<file path="src/rtl/det_calculator_param.sv">
// Sequential 2x2 / 3x3 signed determinant engine: fetches the matrix row-major
// from an external memory, then accumulates one signed product term per cycle.
module det_calculator_param #(
  parameter int DATA_W = 8,
  parameter int ADDR_W = 4,
  localparam int OUT_W = 3*DATA_W+2
) (
  input  logic                     clk_i,
  input  logic                     rst_n_i,
  input  logic                     start_i,
  input  logic                     mode_i,
  input  logic [ADDR_W-1:0]        start_adress_i,
  input  logic [DATA_W-1:0]        data_in_i,
  output logic [ADDR_W-1:0]        adress_o,
  output logic signed [OUT_W-1:0]  out_put_o,
  output logic                     done_o,
  output logic                     busy_o
);

  localparam int PP_W = 2*DATA_W;
  localparam int TP_W = 3*DATA_W;

  localparam logic [1:0] S_IDLE    = 2'd0;
  localparam logic [1:0] S_LOAD    = 2'd1;
  localparam logic [1:0] S_COMPUTE = 2'd2;
  localparam logic [1:0] S_DONE    = 2'd3;

  logic [1:0]               state_q, state_d;
  logic                     mode_q, mode_d;
  logic [ADDR_W-1:0]        base_q, base_d;
  logic [ADDR_W-1:0]        adr_q, adr_d;
  logic [3:0]               idx_q, idx_d;
  logic signed [DATA_W-1:0] elem_q [9];
  logic signed [PP_W-1:0]   pp_q, pp_d;
  logic signed [OUT_W-1:0]  acc_q, acc_d;
  logic signed [OUT_W-1:0]  out_q, out_d;
  logic                     done_q, done_d;
  logic                     busy_q, busy_d;

  logic signed [DATA_W-1:0] pa_s, pb_s, third_s;
  logic signed [PP_W-1:0]   pair_s;
  logic signed [TP_W-1:0]   triple_s;
  logic signed [OUT_W-1:0]  mag_s, term_s;
  logic                     neg_s;
  logic                     last_load_s, last_step_s;

  assign adress_o  = adr_q;
  assign out_put_o = out_q;
  assign done_o    = done_q;
  assign busy_o    = busy_q;

  assign last_load_s = (idx_q == (mode_q ? 4'd8 : 4'd3));
  // 3x3 terms are two-stage (pair product registered, third factor applied a
  // cycle later), so the 3x3 COMPUTE phase runs steps 0..6 with step 0 as fill.
  assign last_step_s = (idx_q == (mode_q ? 4'd6 : 4'd1));

  // Operand selection and signed term formation for the current COMPUTE step.
  always_comb begin
    pa_s    = elem_q[0];
    pb_s    = elem_q[3];
    third_s = {DATA_W{1'b0}};
    neg_s   = 1'b0;
    if (!mode_q) begin
      if (idx_q == 4'd0) begin
        pa_s  = elem_q[0];
        pb_s  = elem_q[3];
        neg_s = 1'b0;
      end else begin
        pa_s  = elem_q[1];
        pb_s  = elem_q[2];
        neg_s = 1'b1;
      end
    end else begin
      case (idx_q)
        4'd0:    begin pa_s = elem_q[0]; pb_s = elem_q[4]; end
        4'd1:    begin pa_s = elem_q[1]; pb_s = elem_q[5]; end
        4'd2:    begin pa_s = elem_q[2]; pb_s = elem_q[3]; end
        4'd3:    begin pa_s = elem_q[2]; pb_s = elem_q[4]; end
        4'd4:    begin pa_s = elem_q[1]; pb_s = elem_q[3]; end
        4'd5:    begin pa_s = elem_q[0]; pb_s = elem_q[5]; end
        default: begin pa_s = elem_q[0]; pb_s = elem_q[4]; end
      endcase
      case (idx_q)
        4'd1:    third_s = elem_q[8];
        4'd2:    third_s = elem_q[6];
        4'd3:    third_s = elem_q[7];
        4'd4:    third_s = elem_q[6];
        4'd5:    third_s = elem_q[8];
        4'd6:    third_s = elem_q[7];
        default: third_s = {DATA_W{1'b0}};
      endcase
      neg_s = (idx_q >= 4'd4);
    end
    pair_s   = pa_s * pb_s;
    triple_s = pp_q * third_s;
    if (mode_q) begin
      mag_s = {{(OUT_W-TP_W){triple_s[TP_W-1]}}, triple_s};
    end else begin
      mag_s = {{(OUT_W-PP_W){pair_s[PP_W-1]}}, pair_s};
    end
    term_s = neg_s ? -mag_s : mag_s;
  end

  // Next-state and datapath update logic.
  always_comb begin
    state_d = state_q;
    mode_d  = mode_q;
    base_d  = base_q;
    adr_d   = adr_q;
    idx_d   = idx_q;
    pp_d    = pp_q;
    acc_d   = acc_q;
    out_d   = out_q;
    case (state_q)
      S_IDLE: begin
        if (start_i) begin
          mode_d  = mode_i;
          base_d  = start_adress_i;
          adr_d   = start_adress_i;
          idx_d   = 4'd0;
          state_d = S_LOAD;
        end else begin
          state_d = S_IDLE;
        end
      end
      S_LOAD: begin
        if (last_load_s) begin
          idx_d   = 4'd0;
          acc_d   = {OUT_W{1'b0}};
          adr_d   = base_q;
          state_d = S_COMPUTE;
        end else begin
          idx_d = idx_q + 4'd1;
          adr_d = base_q + ADDR_W'(idx_q + 4'd1);
        end
      end
      S_COMPUTE: begin
        pp_d = pair_s;
        if (last_step_s) begin
          out_d   = acc_q + term_s;
          state_d = S_DONE;
        end else begin
          acc_d = acc_q + term_s;
          idx_d = idx_q + 4'd1;
        end
      end
      S_DONE: begin
        state_d = S_IDLE;
      end
      default: begin
        state_d = S_IDLE;
      end
    endcase
    busy_d = (state_d != S_IDLE);
    done_d = (state_d == S_DONE);
  end

  // Control and result registers.
  always_ff @(posedge clk_i or negedge rst_n_i) begin
    if (!rst_n_i) begin
      state_q <= S_IDLE;
      mode_q  <= 1'b0;
      base_q  <= {ADDR_W{1'b0}};
      adr_q   <= {ADDR_W{1'b0}};
      idx_q   <= 4'd0;
      pp_q    <= {PP_W{1'b0}};
      acc_q   <= {OUT_W{1'b0}};
      out_q   <= {OUT_W{1'b0}};
      done_q  <= 1'b0;
      busy_q  <= 1'b0;
    end else begin
      state_q <= state_d;
      mode_q  <= mode_d;
      base_q  <= base_d;
      adr_q   <= adr_d;
      idx_q   <= idx_d;
      pp_q    <= pp_d;
      acc_q   <= acc_d;
      out_q   <= out_d;
      done_q  <= done_d;
      busy_q  <= busy_d;
    end
  end

  // Matrix element capture while streaming from memory.
  always_ff @(posedge clk_i or negedge rst_n_i) begin
    if (!rst_n_i) begin
      for (int k = 0; k < 9; k++) begin
        elem_q[k] <= {DATA_W{1'b0}};
      end
    end else if (state_q == S_LOAD) begin
      elem_q[idx_q] <= data_in_i;
    end
  end

endmodule

</file>
<file path="config.mk">
export PLATFORM = sky130hd
export DESIGN_NAME = det_calculator_param
export DESIGN_NICKNAME = d
export VERILOG_FILES = /design/src/rtl/det_calculator_param.sv
export SDC_FILE = /design/constraint.sdc
export NUM_CORES = 1
export LEC_CHECK = 0
export CORE_ASPECT_RATIO = 0.5
export CORE_UTILIZATION = 58
export DETAILED_ROUTE_END_ITERATION = 16
export MAX_ROUTING_LAYER = met4
export PLACE_DENSITY = 0.79
export SYNTH_ARGS = -nofsm -noshare
export SYNTH_HDL_FRONTEND = slang
export SYNTH_SLANG_ARGS = --single-unit
</file>
<file path="constraint.sdc">
create_clock -name clk_i -period 8.6 [get_ports clk_i]
set_input_delay 1.29 -clock clk_i [delete_from_list [all_inputs] [get_ports clk_i]]
set_output_delay 1.29 -clock clk_i [all_outputs]
set_load 0.03 [all_outputs]
</file>
* Word-level counts from Yosys, hierarchy flattened
Cells that the tools add are included.
Widths: inputs -> output; s select.
** Storage, ports and cells
- Register bits after elaboration :: 157
- Output and inout port bits :: 32
- Word-level logic and storage cells :: 92
** Cells by class
- $add $sub $neg :: 4
- Multipliers :: 2
- Order comparisons :: 3
- Equal/unequal tests :: 15
- Multiplexer cells :: 31
- Bitwise gates (word level) :: 1
- Reduce and logical (&&, ||, !) cells :: 17
** Operators with widths (number)
- $mux 26 :: 4
- $bwmux 72 :: 1
- $pmux 26 s2 :: 1
- $mux 8 :: 6
- $demux 8 s4 :: 1
- $pmux 8 s2 :: 2
- $add 26x26->26 :: 1
- $neg 26->26 :: 1
- $mul 16x8->24 :: 1
- $mux 4 :: 6
- $pmux 8 s3 :: 1
- $mul 8x8->16 :: 1
- $eq 4x3->1 const B :: 3
- $pmux 4 s3 :: 1
- $reduce_or 2->1 :: 5
- $eq 4x2->1 const B :: 2
- $pmux 2 s4 :: 1
- $pmux 4 s2 :: 1
- $eq 2x2->1 const B :: 3
- $ne 2x2->1 const B :: 3
- $reduce_and 2->1 :: 3
- $reduce_and 3->1 :: 2
- $reduce_bool 2->1 :: 3
- $ge 5x5->1 const B :: 1
- other kinds (16) :: 19

* Longest topological paths before layout
Gate-level depths: netlist (run 1).
- Depth after elaboration :: 11
- Gate-level depth with buffers :: 41
- Gate-level depth less buffers :: 39

* Worst setup path before layout (run 1)
OpenSTA, ideal clock, no wires.
- Path kind :: register to register
- Start point :: reg idx_q[0]
- End point :: reg out_q[25], in the netlist out_put_o[25]
- Library setup time :: 0.131 ns
- Data arrival time :: 8.803 ns
- Required time :: 8.469 ns
- Setup slack :: -0.333 ns
- Cell stages (with the launch flop) :: 40
- Buffers on the path :: 4
- Path through :: dfrtp_1 -> inv_1 -> ha_1 -> clkbuf_1 -> mux2_4 -> and2_0 -> clkbuf_1 -> a222oi_1 -> or2_2 -> clkbuf_1 -> buf_1 -> nor2_1 -> fa_1 -> fa_1 -> fa_1 -> inv_1 -> fa_1 -> inv_1 -> [4 not listed] -> a21oi_1 -> a221o_1 -> o32ai_4 -> nand4_1 -> and2_1 -> xnor2_1 -> ha_1 -> a21o_1 -> a21o_1 -> a21o_1 -> nand2_1 -> a21oi_1 -> a21oi_1 -> a211oi_1 -> xnor2_1 -> a21oi_1 -> a311oi_1 -> o21ai_1
** Between the ends
- Cells in the longest elaborated chain, start to end :: 9
- Elaborated cells between the ends (all ways) :: 31
** RTL lines
- start: declaration :: line 32 : logic [3:0] idx_q, idx_d;
- start signal: assignment :: line 176 : idx_q <= idx_d;
- $eq 4x3->1, or another cell as far along :: line 83 : case (idx_q)
- $reduce_or 2->1 (no source line)
- $pmux 8 s3 or $pmux 8 s2 (tied branches) :: line 83, 74
- $mux 8 :: line 63 : if (!mode_q) begin
- $mul 16x8->24 or $mul 8x8->16 (tied branches) :: line 95, 94
- $mux 26 :: line 96 : if (mode_q) begin
- $neg 26->26 :: line 101 : term_s = neg_s ? -mag_s : mag_s;
- $mux 26 :: line 101
- $add 26x26->26 :: line 140 : out_d = acc_q + term_s;
- end signal: assignment :: line 168 : out_q <= {OUT_W{1'b0}};
- end signal: assignment :: line 179 : out_q <= out_d;
- end: declaration :: line 36 : logic signed [OUT_W-1:0] out_q, out_d;
Parallel ways exist; a longest one is shown, timed or not.
A chain may end at the register's enable or synchronous reset.

* Worst setup path after layout (run 1)
- Start point :: reg idx_q[1]
- End point :: reg out_q[25], in the netlist out_put_o[25]
Same word-level chain as after synthesis.

==> reports/metrics.cfg, run 1 <==
[status]
status = complete, but fails checks
violations = negative setup slack

[synth]
syn_area_mm2 = 0.01631
yosysSeqAreaShare = 0.2408
yosys_warnings = 0
ys_seq_elements = 157
async_flop_share = 1.000
post_synth_num_cell_types = 83
synth-main-ff-cell = dfrtp_1
syn_inst = 1729
synth-edff-count = 0
synth_nets = 2017
syn_avg_cell_area_um2 = 9.435

[routing]
vias = 14152
drt_iter0_markers = 1456
antenna_left = 0
dr.pass1.iters = 7
viasPerCell = 5.959
wl_mm = 46.55
drc_errors = 0
wl_per_cell_um = 19.60

[timing]
skew_ps = 9.531
max_freq_mhz = 116.2
setup_viol = 1
slew_headroom = 0.3401
setup_slack_ps = -3.717
tightest_slew_ps = 989.9
rsz0062_at_grt = true
final.setup.tns_ps = -3.717
hold_viol = 0
post-route-min-period_ps = 8604
min_period_over_period = 1.000
finalHoldWorstSlack_ps = 473.2
drv_slew = 0

[critical_path]
start_kind = register
cp.arrival_ps = 8940
worstPathMaxFanout = 8
crit_start = idx_q[1]$_DFFE_PN0P_
worst_path_most_repeated_cell = fa_1
slowest_delay_ps = 580
crit_path_top_delay_cell = fa_1
critPathRequiredTime_ps = 8930
r2r_start = idx_q[1]$_DFFE_PN0P_
worst-setup-path-type = register to register
end_kind = register

[final_layout]
fillCellCount = 1789
final_common_cell = inv_1
drive_above_1_share = 0.2579
area_growth_pct = 24.38
final_util = 0.7512
layout.nets = 2276
fin_area_mm2 = 0.02029
diodes = 0
final_cell_mix = inv_1 (243), buf_4 (234), fa_1 (160)

[die]
ioPinCount = 48
die-width_um = 239.2
core-area_mm2 = 0.02701
die-area_mm2 = 0.02884
row_count = 42
initial_utilization = 0.6039
die_y_um = 120.6

[place]
gp_congestion = 0.9637
hpwl_mm = 32.89
numPortBuffers = 47
dpl_cell_area_mm2 = 0.01872

[global_routing]
antenna_found_initial = 0
grt_usage = 0.3241
grt_pass1_vias = 13741
grt_overflow = 0
grt_max_degree = 91
grt_first_pass_wirelength_mm = 70.66

[min_path]
hold_class = register to register
min-delay-start = out_put_o[4]$_DFFE_PN0P_

[clocking]
htree_levels = 4
path_clk_slew_ps = 70
clock-root-buffer = clkbuf_16
clockBufferDepth = 2
clk_latency_ps = 450
cts_tree = done
cts-hold-fix-buffers = 0
cts_sinks = 157
cts_buffers = 17

[job]
cap_viol_max_count = 0

critical path, delay by kind of cell, from the launching register on:
family	cells	cell delay (ps)
xor+xnor	2	390
compound gates	11	2550
flops	1	420
simple gates	10	1260
buf+inv	7	870
mux	1	260
fa+ha+maj	7	2730
per-stage QoR:
stage / setup slack [ps] / cells
CTS: 4.295 / 2343
floorplan: 4.715 / 1729
global route: -279.9 / 2375
detailed placement: -516.2 / 2309
finish: -3.717 / 2375
global placement: -168.1 / 2309
cell type report:
type                    instances  area, µm²  share of cell area
clock buffers                  18      439.2             0.02165
clock inverters                14      200.2            0.009867
inverters                     252      948.4             0.04674
multi-input cells            1262      11870              0.5848
flip-flops and latches        157       3931              0.1938
well taps                     374      467.9             0.02306
repair buffers                298       2437              0.1201
cell families after synthesis:
| logic type | after synthesis | share of synthesized area |
|---|---|---|
| muxes | 109 | 0.07432 |
| xor gates and xnor gates | 77 | 0.04134 |
| buffers and inverters | 310 | 0.07171 |
| AOI/OAI and AO/OA | 320 | 0.1377 |
| and+or+nand+nor | 484 | 0.1519 |
| adders and majority gates | 272 | 0.2823 |
| DFF | 157 | 0.2408 |
routing by layer:
metal | wire (µm) | vias to the layer above | global-route usage
met5 | 0 | - | -
met3 | 4314 | 124 | 0.06826
li1 | - | 6317 | -
met4 | 1328 | 0 | 0.09295
met1 | 19370 | 7009 | 0.4432
met2 | 21530 | 702 | 0.4898
Yosys cell counts, types with 24 or more instances:
master | number | area (µm²)
a211oi_1 | 27 | 202.7
a21oi_1 | 61 | 305.3
and2_1 | 121 | 757.0
clkbuf_1 | 44 | 165.2
dfrtp_1 | 157 | 3929
fa_1 | 160 | 3203
ha_1 | 112 | 1401
inv_1 | 251 | 942.2
mux2_2 | 93 | 1047
nand2_1 | 158 | 593.1
nor2_1 | 70 | 262.8
nor2b_1 | 24 | 150.1
nor3_1 | 26 | 130.1
o21ai_0 | 52 | 260.3
xnor2_1 | 56 | 490.5
final timing paths:
kind | end | slack, ps | cells after the start
max | out_put_o[25]$_DFFE_PN0P_ | -4 | 38
min reg2reg | out_put_o[4]$_DFFE_PN0P_ | 470 | 2
min in group asynchronous | base_q[3]$_DFFE_PN0P_ | 890 | 1
max in group asynchronous | pp_q[3]$_DFFE_PN0P_ | 6270 | 2
max reg2reg | out_put_o[25]$_DFFE_PN0P_ | -4 | 38
min | out_put_o[4]$_DFFE_PN0P_ | 470 | 2
what timing repair did:
action | CTS | global route
pin swaps | 18 | 94
gates resized for setup | 28 | 127
setup endpoints to repair | 18 | 20
endpoints found under the hold margin | 0 | 0
buffers inserted | 4 | 34
registers in the layout, summed over array words and instances, names as in the netlist, 2 cells and up:
name / count
elem_q: 72
acc_q: 26
out_put_o: 26
pp_q: 16
adress_o: 4
base_q: 4
idx_q: 4
state_q: 2
Power of run 1 is not shown: default switching activity piles up to over one toggle a cycle in this logic, so the estimate is an artifact.
==> inputs of run 2 (changes only) <==
Settings changed: CAP_MARGIN set to 25, SLEW_MARGIN set to 10.
==> results of run 2 <==
The final DEF is identical to that of run 1; final timing and power are the same.
Power of run 2 is left out for the same reason.
